===== config.mk =====
export PLATFORM = sky130hd
export DESIGN_NAME = deparser
export DESIGN_NICKNAME = d
export VERILOG_FILES = /design/src/rtl/deparser_pkg.sv /design/src/rtl/deparser_skid.sv /design/src/rtl/deparser.sv
export SDC_FILE = /design/constraint.sdc
export NUM_CORES = 1
export LEC_CHECK = 0
export CAP_MARGIN = 20
export CORE_ASPECT_RATIO = 1.1
export CORE_UTILIZATION = 50
export CTS_CLUSTER_DIAMETER = 60
export DETAILED_ROUTE_END_ITERATION = 16
export GPL_TIMING_DRIVEN = 0
export PLACE_DENSITY = 0.82
export SLEW_MARGIN = 20
export SYNTH_ARGS = -nofsm -noshare
export SYNTH_HDL_FRONTEND = slang
export SYNTH_SLANG_ARGS = --single-unit

===== constraint.sdc =====
create_clock -name clk -period 5.9 [get_ports clk]
set_input_delay 1.18 -clock clk [delete_from_list [all_inputs] [get_ports clk]]
set_output_delay 1.18 -clock clk [all_outputs]
set_load 0.005 [all_outputs]

===== src/rtl/deparser_pkg.sv =====
// Shared definitions for the egress deparser: stream tags, action bits and FSM states.
package deparser_pkg;

    localparam int WORD_W = 134;

    localparam logic [1:0] TAG_HEAD     = 2'b01;
    localparam logic [1:0] TAG_BODY     = 2'b11;
    localparam logic [1:0] TAG_PKT_END  = 2'b10;
    localparam logic [1:0] TAG_META_END = 2'b00;

    // Bit positions inside the action byte carried in meta word 0 [127:120].
    localparam int ACT_REWRITE = 0;
    localparam int ACT_DROP    = 1;

    typedef enum logic [2:0] {
        S_IDLE,
        S_READ_META,
        S_WAIT_HEAD,
        S_PASS,
        S_DISCARD,
        S_FLUSH
    } state_t;

    function automatic logic [1:0] tagOf(input logic [WORD_W-1:0] word);
        return word[WORD_W-1 -: 2];
    endfunction

endpackage


===== src/rtl/deparser_skid.sv =====
// Two-entry valid/ready skid FIFO; the head register drives the output directly,
// so a stalled output holds its value and push+pop on a full buffer keeps order.
module deparser_skid
    import deparser_pkg::*;
(
    input  logic              clk,
    input  logic              reset,
    input  logic              i_valid,
    input  logic [WORD_W-1:0] i_data,
    output logic              o_ready,
    output logic              o_valid,
    output logic [WORD_W-1:0] o_data,
    input  logic              i_ready
);

    logic [WORD_W-1:0] r_head;
    logic [WORD_W-1:0] r_tail;
    logic [1:0]        r_count;
    logic              w_push;
    logic              w_pop;

    assign w_pop   = (r_count != 2'd0) && i_ready;
    assign w_push  = i_valid && ((r_count != 2'd2) || w_pop);
    assign o_ready = (r_count != 2'd2);
    assign o_valid = (r_count != 2'd0);
    assign o_data  = r_head;

    always_ff @(posedge clk) begin
        if (reset) begin
            r_head  <= '0;
            r_tail  <= '0;
            r_count <= 2'd0;
        end else begin
            case ({w_push, w_pop})
                2'b10: begin
                    if (r_count == 2'd0) r_head <= i_data;
                    else                 r_tail <= i_data;
                    r_count <= r_count + 2'd1;
                end
                2'b01: begin
                    r_head  <= r_tail;
                    r_count <= r_count - 2'd1;
                end
                2'b11: begin
                    if (r_count == 2'd1) begin
                        r_head <= i_data;
                    end else begin
                        r_head <= r_tail;
                        r_tail <= i_data;
                    end
                end
                default: ;
            endcase
        end
    end

endmodule


===== src/rtl/deparser.sv =====
// Egress deparser: strips the metadata words that precede each packet and applies
// the action byte (drop or header-field rewrite) before handing words to the skid.
module deparser
    import deparser_pkg::*;
#(
    parameter int NUM_OF_META = 3,
    parameter int RW_HI       = 127,
    parameter int RW_LO       = 32
) (
    input  logic              clk,
    input  logic              reset,
    input  logic              metadata_in_valid,
    input  logic [WORD_W-1:0] metadata_in,
    output logic              ready_out,
    output logic              metadata_out_valid,
    output logic [WORD_W-1:0] metadata_out,
    input  logic              ready_in,
    output logic [31:0]       pkt_cnt,
    output logic [31:0]       drop_cnt,
    output logic [31:0]       err_cnt
);

    // Index of the last meta word; the 00 tag is legal only there.
    localparam logic [3:0] META_LAST = 4'(NUM_OF_META - 1);

    state_t             r_state;
    logic [3:0]         r_metaIdx;
    logic [1:0]         r_action;
    logic [RW_HI:RW_LO] r_rwField;

    logic              w_skidReady;
    logic              w_accept;
    logic [1:0]        w_tag;
    logic              w_push;
    logic [WORD_W-1:0] w_pushData;
    logic [WORD_W-1:0] w_headWord;

    assign w_accept  = metadata_in_valid && w_skidReady;
    assign ready_out = w_skidReady;
    assign w_tag     = tagOf(metadata_in);

    always_comb begin
        w_headWord = metadata_in;
        if (r_action[ACT_REWRITE]) w_headWord[RW_HI:RW_LO] = r_rwField;
    end

    // Words are pushed in the same cycle they are accepted, giving one cycle of latency.
    always_comb begin
        w_push     = 1'b0;
        w_pushData = metadata_in;
        if (w_accept) begin
            case (r_state)
                S_WAIT_HEAD: begin
                    if ((w_tag == TAG_HEAD || w_tag == TAG_PKT_END) && !r_action[ACT_DROP]) begin
                        w_push     = 1'b1;
                        w_pushData = w_headWord;
                    end
                end
                S_PASS:  w_push = (w_tag != TAG_HEAD);
                default: w_push = 1'b0;
            endcase
        end
    end

    always_ff @(posedge clk) begin
        if (reset) begin
            r_state   <= S_IDLE;
            r_metaIdx <= 4'd0;
            r_action  <= 2'b00;
            r_rwField <= '0;
            pkt_cnt   <= 32'd0;
            drop_cnt  <= 32'd0;
            err_cnt   <= 32'd0;
        end else if (w_accept) begin
            case (r_state)
                S_IDLE: begin
                    if (w_tag == TAG_HEAD) begin
                        r_action  <= metadata_in[121:120];
                        r_metaIdx <= 4'd1;
                        r_state   <= S_READ_META;
                    end else begin
                        err_cnt <= err_cnt + 32'd1;
                    end
                end
                S_READ_META: begin
                    if (r_metaIdx == 4'd1) r_rwField <= metadata_in[RW_HI:RW_LO];
                    if (w_tag == TAG_META_END) begin
                        r_state <= S_WAIT_HEAD;
                        if (r_metaIdx != META_LAST) err_cnt <= err_cnt + 32'd1;
                    end else if (r_metaIdx == META_LAST) begin
                        err_cnt <= err_cnt + 32'd1;
                        r_state <= S_FLUSH;
                    end else begin
                        r_metaIdx <= r_metaIdx + 4'd1;
                    end
                end
                S_WAIT_HEAD: begin
                    if (w_tag == TAG_HEAD) begin
                        r_state <= r_action[ACT_DROP] ? S_DISCARD : S_PASS;
                    end else if (w_tag == TAG_PKT_END) begin
                        if (r_action[ACT_DROP]) drop_cnt <= drop_cnt + 32'd1;
                        else                    pkt_cnt  <= pkt_cnt + 32'd1;
                        r_state <= S_IDLE;
                    end else begin
                        err_cnt <= err_cnt + 32'd1;
                        r_state <= S_FLUSH;
                    end
                end
                S_PASS: begin
                    if (w_tag == TAG_PKT_END) begin
                        pkt_cnt <= pkt_cnt + 32'd1;
                        r_state <= S_IDLE;
                    end else if (w_tag == TAG_HEAD) begin
                        err_cnt <= err_cnt + 32'd1;
                        r_state <= S_FLUSH;
                    end
                end
                S_DISCARD: begin
                    if (w_tag == TAG_PKT_END) begin
                        drop_cnt <= drop_cnt + 32'd1;
                        r_state  <= S_IDLE;
                    end
                end
                S_FLUSH: begin
                    if (w_tag == TAG_PKT_END) r_state <= S_IDLE;
                end
                default: r_state <= S_IDLE;
            endcase
        end
    end

    deparser_skid u_skid (
        .clk     (clk),
        .reset   (reset),
        .i_valid (w_push),
        .i_data  (w_pushData),
        .o_ready (w_skidReady),
        .o_valid (metadata_out_valid),
        .o_data  (metadata_out),
        .i_ready (ready_in)
    );

endmodule


Yosys cells after proc, flatten, opt, wreduce, memory -nomap -nowiden
Cells that the tools add are included.
{ "totals": {"ff_bits": 471, "input_bits": 138, "output_inout_bits": 232, "wordCells": 127} }
{ "classes": {"n_addsub": 6, "n_eq_ne": 36, "muxes": 47, "reduce_logical": 28} }
{ "ops": {"columns": ["cell", "count"], "rows": [
  ["134-bit two-way mux", 4],
  ["32-bit two-way mux", 16],
  ["134-bit one-hot mux with 3 select lines", 1],
  ["128-bit two-way mux", 3],
  ["134-bit one-hot mux with 2 select lines", 1],
  ["32-bit one-hot mux with 2 select lines", 2],
  ["32-bit one-hot mux with 4 select lines", 1],
  ["32-bit by 1-bit adder with 32-bit output (second input constant)", 3],
  ["96-bit two-way mux", 1],
  ["2-bit inequality test (second input constant)", 16],
  ["3-bit two-way mux", 9],
  ["3-bit one-hot mux with 5 select lines", 1],
  ["4-bit two-way mux", 3],
  ["6-bit AND reduction", 2],
  ["2-bit nonzero test", 6],
  ["5-bit AND reduction", 2],
  ["3-bit inequality test (second input constant)", 3],
  ["3-bit AND reduction", 3],
  ["9-bit AND reduction", 1],
  ["4-bit one-hot mux with 2 select lines", 1],
  ["2-bit by 1-bit == test with 1-bit output (second input constant)", 3],
  ["2-bit == test (second input constant)", 3],
  ["3-bit by 2-bit == test with 1-bit output (second input constant)", 2],
  ["3-bit == test (second input constant)", 2],
  ["20 further kinds", 28]
]} }

Logic depth before layout (Yosys ltp)
{ "depth": {"depth_word": 10, "ltp_mapped": 13, "mapped_depth_nobuf": 10} }

By module
A second synthesis with hierarchy kept.
{ "hier_totals": {"hier_cells": 2502, "area_unflattened_um2": 19916.6} }
{ "modules_own_cells": {"columns": ["module", "instances", "cells_per_inst", "area_per_inst_um2", "seq_area_each_um2"], "rows": [
  ["deparser_skid", 1, 1340, 10282.4, 5405.2],
  ["deparser", 1, 1162, 9634.2, 4023.9]
]} }

Least setup slack after synthesis
OpenSTA, ideal clock, no wires.
{ "synth_timing": {"path_type": "input to register", "startpoint": "input metadata_in[132]", "endpoint": "register u_skid.r_tail[106]", "setup_ps": 78, "t_arrival_ps": 3419, "setup_slack_ps": 2403, "path_stages": 12, "path_buffers": 3, "cell_sequence": "inv_1 ha_1 nor3b_1 o21a_1 ha_1 a22oi_1 o21a_1 clkbuf_1 clkbuf_1 clkbuf_1 nor2_1 nor3_1"} }
{ "synth_via": {"elab_chain_len": 10, "word_cells_on_any_way": 21, "cone_classes": "7 x eq/ne; 9 x mux; 5 x reduce/logical"} }
{ "synth_lines": {"columns": ["item", "line", "rtl"], "rows": [
  ["from (decl)", "deparser.sv:13", "input logic [WORD_W-1:0] metadata_in,"],
  ["2-bit by 1-bit == test with 1-bit output or 2-bit == test (tied branches)", "deparser.sv:54", "if ((w_tag == TAG_HEAD || w_tag == TAG_PKT_END) && !r_action[ACT_DROP]) begin"],
  ["1-bit logical OR", "deparser.sv:54", null],
  ["1-bit logical AND", "deparser.sv:54", null],
  ["1-bit two-way mux", "deparser.sv:54", null],
  ["1-bit one-hot mux with 2 select lines", "deparser.sv:52", "case (r_state)"],
  ["1-bit two-way mux", "deparser.sv:51", "if (w_accept) begin"],
  ["1-bit logical AND", "deparser_skid.sv:23", "assign w_push = i_valid && ((r_count != 2'd2) || w_pop);"],
  ["2-bit == test", "deparser_skid.sv:34", "case ({w_push, w_pop})"],
  ["2-bit inequality test (no source line) or 2-bit nonzero test (tied branches)", null, null],
  ["3-bit AND reduction (no source line)", null, null],
  ["to (signal assigned)", "deparser_skid.sv:37", "else r_tail <= i_data;"],
  ["to (signal assigned)", "deparser_skid.sv:49", "r_tail <= i_data;"],
  ["to (decl)", "deparser_skid.sv:17", "logic [WORD_W-1:0] r_tail;"]
]} }
Several ways; a longest one is shown, not always the timed one. The select of a mux whose other input is x is not followed.
A chain may end at the register's enable or synchronous reset.

Worst setup path in the final report
{ "layout_timing": {"startpoint": "input metadata_in[132]", "endpoint": "register u_skid.r_head[131] (netlist: u_skid.o_data[131])"} }
{ "layout_via": {"elab_chain_len": 10, "word_cells_on_any_way": 16, "cone_classes": "7 x eq/ne; 4 x mux; 5 x reduce/logical"} }
{ "layout_lines": {"columns": ["item", "line", "rtl"], "rows": [
  ["2-bit by 1-bit == test with 1-bit output or 2-bit == test (tied branches)", "deparser.sv:54", null],
  ["1-bit logical OR", "deparser.sv:54", null],
  ["1-bit logical AND", "deparser.sv:54", null],
  ["1-bit two-way mux", "deparser.sv:54", null],
  ["1-bit one-hot mux with 2 select lines (*)", "deparser.sv:52", null],
  ["1-bit two-way mux (*)", "deparser.sv:51", null],
  ["1-bit logical AND (*)", "deparser_skid.sv:23", null],
  ["2-bit == test or 2-bit by 1-bit == test with 1-bit output (tied branches)", "deparser_skid.sv:34", null],
  ["2-bit by 1-bit inequality test with 1-bit output (no source line) or 3-bit nonzero test (tied branches)", null, null],
  ["2-bit AND reduction (no source line)", null, null],
  ["to (signal assigned)", "deparser_skid.sv:36", "if (r_count == 2'd0) r_head <= i_data;"],
  ["to (signal assigned)", "deparser_skid.sv:41", "r_head <= r_tail;"],
  ["to (signal assigned)", "deparser_skid.sv:46", "r_head <= i_data;"],
  ["to (decl)", "deparser_skid.sv:16", "logic [WORD_W-1:0] r_head;"]
]} }
Every way passes the cells marked *; elsewhere a longest branch is shown, timed or not.

==> run summary <==
Leakage power -> 8.49 nW
Maxcap violations -> 0
Register share of total power -> 43.3%
Syn nets -> 2549
RD Place Congestion -> 0.900
Number of global-route vias before repair -> 19001
Kind of end point of the critical path -> flip-flop
Clk Latency, worst-skew pair -> 0.59 ns
Worst hold path type -> reg2reg
Clk pwr share -> 40.9%
Switching Fraction -> 25.8%
Post-synth EDFFs -> 0
DR pass1 iterations -> 6
Full die area -> 40600 sq um
Final global-route overflow total -> 0
Arr. time, crit path -> 5.35 ns
# fillers -> 3148
Starting density of the core -> 50.8%
Layout Skew -> 0.0229 ns
Iter 0 DRT Violations -> 1515
Fin crit period -> 4.85 ns
Worst-path clk slew -> 0.06 ns
Nets -> 2968
Combinational Power Share -> 15.8%
Hold_buf cts -> 0
Initial antenna violation count -> 11
Longest Clk Path Bufs -> 3
Die X -> 192 um
Row count -> 76
Top-area cell type share of the netlist area -> 47.4%
Chip Height -> 211 um
Fin cells -> 3362
Crit. Startpoint -> metadata_in[132]
Core Area -> 39200 sq um
Synth area leader -> dfxtp_1
Detailed Route WL -> 62900 um
Slew headroom -> 21.0%
Top-count cell post-synth -> dfxtp_1
Total CTS buffers -> 49
CP Max Fanout -> 10
WL/cell -> 18.7 um
Top cells by count, synth -> dfxtp_1 (471), nor2_1 (388), nand2_1 (312)
Cell area after synthesis -> 19900 sq um
P_int -> 5.95 mW
CTS resizes -> 0
Multi-input logic area -> 9570 sq um
# DRC -> 0
All-Layer GR Usage -> 29.9%
Post-DP HPWL -> 44500 um
Postcts setup bufs -> 0
Worst-margin pin slew -> 1.19 ns
CTS tree -> yes
Count of final hold-check violations -> 0
Worst setup SP type -> input port
Netlist cell types -> 64
Syn Inst Count -> 2395
Main synth FF type -> dfxtp_1
Hold Crit Start -> r_rwField[102]
Final setup violation count -> 0
Largest net degree at the start of global routing -> 14
Max frequency -> 0.206 GHz
Crit path required time -> 6.40 ns
Share of layout cells above drive strength 1 -> 7.65%
I/O pin cnt -> 370
Final worst path period share -> 82.2%
Share of the yosys chip area belonging to registers -> 47.4%
Ys Warns -> 0
Synth Register Bits -> 471
Ys async rst share -> 0%
Vias post-DR -> 19695
DR vias/cell -> 5.86
Synth area leaders -> dfxtp_1 (47%), nor2_1 (7.3%), nor3_1 (6.3%)
Seq. cell area -> 9430 sq um
Switching Power -> 2.07 mW
I/O Buffers -> 368
Status -> complete, no violations
Global-route wire length before repair -> 97400 um
Crit path kind -> in2reg
H-tree depth -> 2
Dpl cells -> 3270
RSZ-0062 raised after global routing -> false
FF-to-FF Start -> u_skid.r_count[0]
PD cells -> 309 nW/um^2
Clk sinks -> 471
P&R area growth vs syn -> 30.4%
Mean Syn Cell Area -> 8.30 sq um
Clock Root Buffer -> clkbuf_16
Max Slew Vio Count -> 0
Setup TNS -> 0 ns
Maximum vdd drop -> 0.284 mV
Antenna Violating Nets Remaining -> 0
[cell families (layout without fill, tap and decap cells)]
| kind of cell | Yosys count | in the layout | synth area share (%) |
|---|---|---|---|
| flops | 471 | 471 | 47.4 |
| xor+xnor | 47 | 47 | 2.11 |
| simple gates | 1140 | 1140 | 26.1 |
| other cells | 0 | 7 | 0 |
| buf+inv | 222 | 675 | 4.49 |
| compound gates | 399 | 399 | 13.2 |
| mux | 100 | 100 | 5.64 |
| fa+ha+maj | 16 | 16 | 1.01 |
[worst max-delay path, cell delays in order]
cell and delay, ns:
clkdlybuf4s50_1 0.69, inv_1 0.11, ha_1 0.32, nor3b_1 0.29
o21a_1 0.32, ha_1 0.22, a21oi_1 0.07, nor2_1 0.85
buf_2 0.44, clkbuf_1 0.43, a221oi_1 0.19, nor3_1 0.23
[layout make-up]
cell class	instances	share of cell area [%]
multi-input cells	1702	36.9
clock buffers	70	5.50
diodes	7	0.0676
inverters	28	0.405
clock inverters	15	1.05
plain buffers	194	3.04
repair buffers	368	14.2
flip-flops and latches	471	36.4
well taps	507	2.45
[path summary, 6_finish.rpt]
check / endpoint / slack [ns] / cells after the start
hold reg to reg: r_rwField[102] / 0.45 / 2
hold / removal: r_rwField[102] / 0.45 / 2
setup / recovery: u_skid.o_data[131] / 1.05 / 12
setup reg to reg: u_skid.o_data[131] / 1.97 / 11
[layer usage]
layer | GRT usage [%] | wire length (um) | vias up | part of all wire, %
met2 | 49.6 | 30100 | 771 | 48
li1 | - | - | 9279 | -
met5 | 0 | 57 | - | 0.091
met1 | 36.2 | 25500 | 9469 | 41
met3 | 6.53 | 4740 | 168 | 7.5
met4 | 15.0 | 2560 | 8 | 4.1
[cells in the final DEF (no fill, tap or decap), drive strengths merged, types with 30 or more instances in the layout]
cell type      synthesis  routed
nor3                 252     252
nand2                313     313
clkbuf               147     217
o21ai                 32      32
dfxtp                471     471
a221oi               134     134
buf                   47      47
nor2                 388     388
a21oi                192     192
mux2                  96      96
clkdlybuf4s50          0     368
inv                   28      30
nand3                 37      37
xnor2                 37      37
[metrics by stage]
step                power (mW)  setup WS (ns)  hold slack (ns)  utilization (%)  cell area [sq um]
finish                    8.02           1.05            0.450             66.2              25900
global route              8.30          0.772            0.464             66.2              25900
CTS                       8.03           1.15            0.450             66.1              25900
detailed placement        4.78          0.555            0.442             61.8              24200
global placement          4.74          0.671            0.435             61.8              24200
floorplan                 4.12           2.40            0.429                -              19900
[sequential cells by signal (all words and copies together), names as in the netlist]
name            count
u_skid.o_data     134
u_skid.r_tail     134
r_rwField          96
drop_cnt           32
err_cnt            32
pkt_cnt            32
r_metaIdx           4
r_state             3
r_action            2
u_skid.r_count      2
[power by group through the flow]
| stage | combinational (mW) | sequential, mW | clock [mW] |
|---|---|---|---|
| 2_1_floorplan | 0.583 | 3.54 | 0 |
| 4_1_cts | 1.26 | 3.47 | 3.30 |
| 3_3_place_gp | 1.21 | 3.53 | 0 |
| 3_5_place_dp | 1.24 | 3.54 | 0 |
| 6_report | 1.27 | 3.47 | 3.28 |
| 5_1_grt | 1.38 | 3.49 | 3.43 |
(Power assumes the default switching activity.)
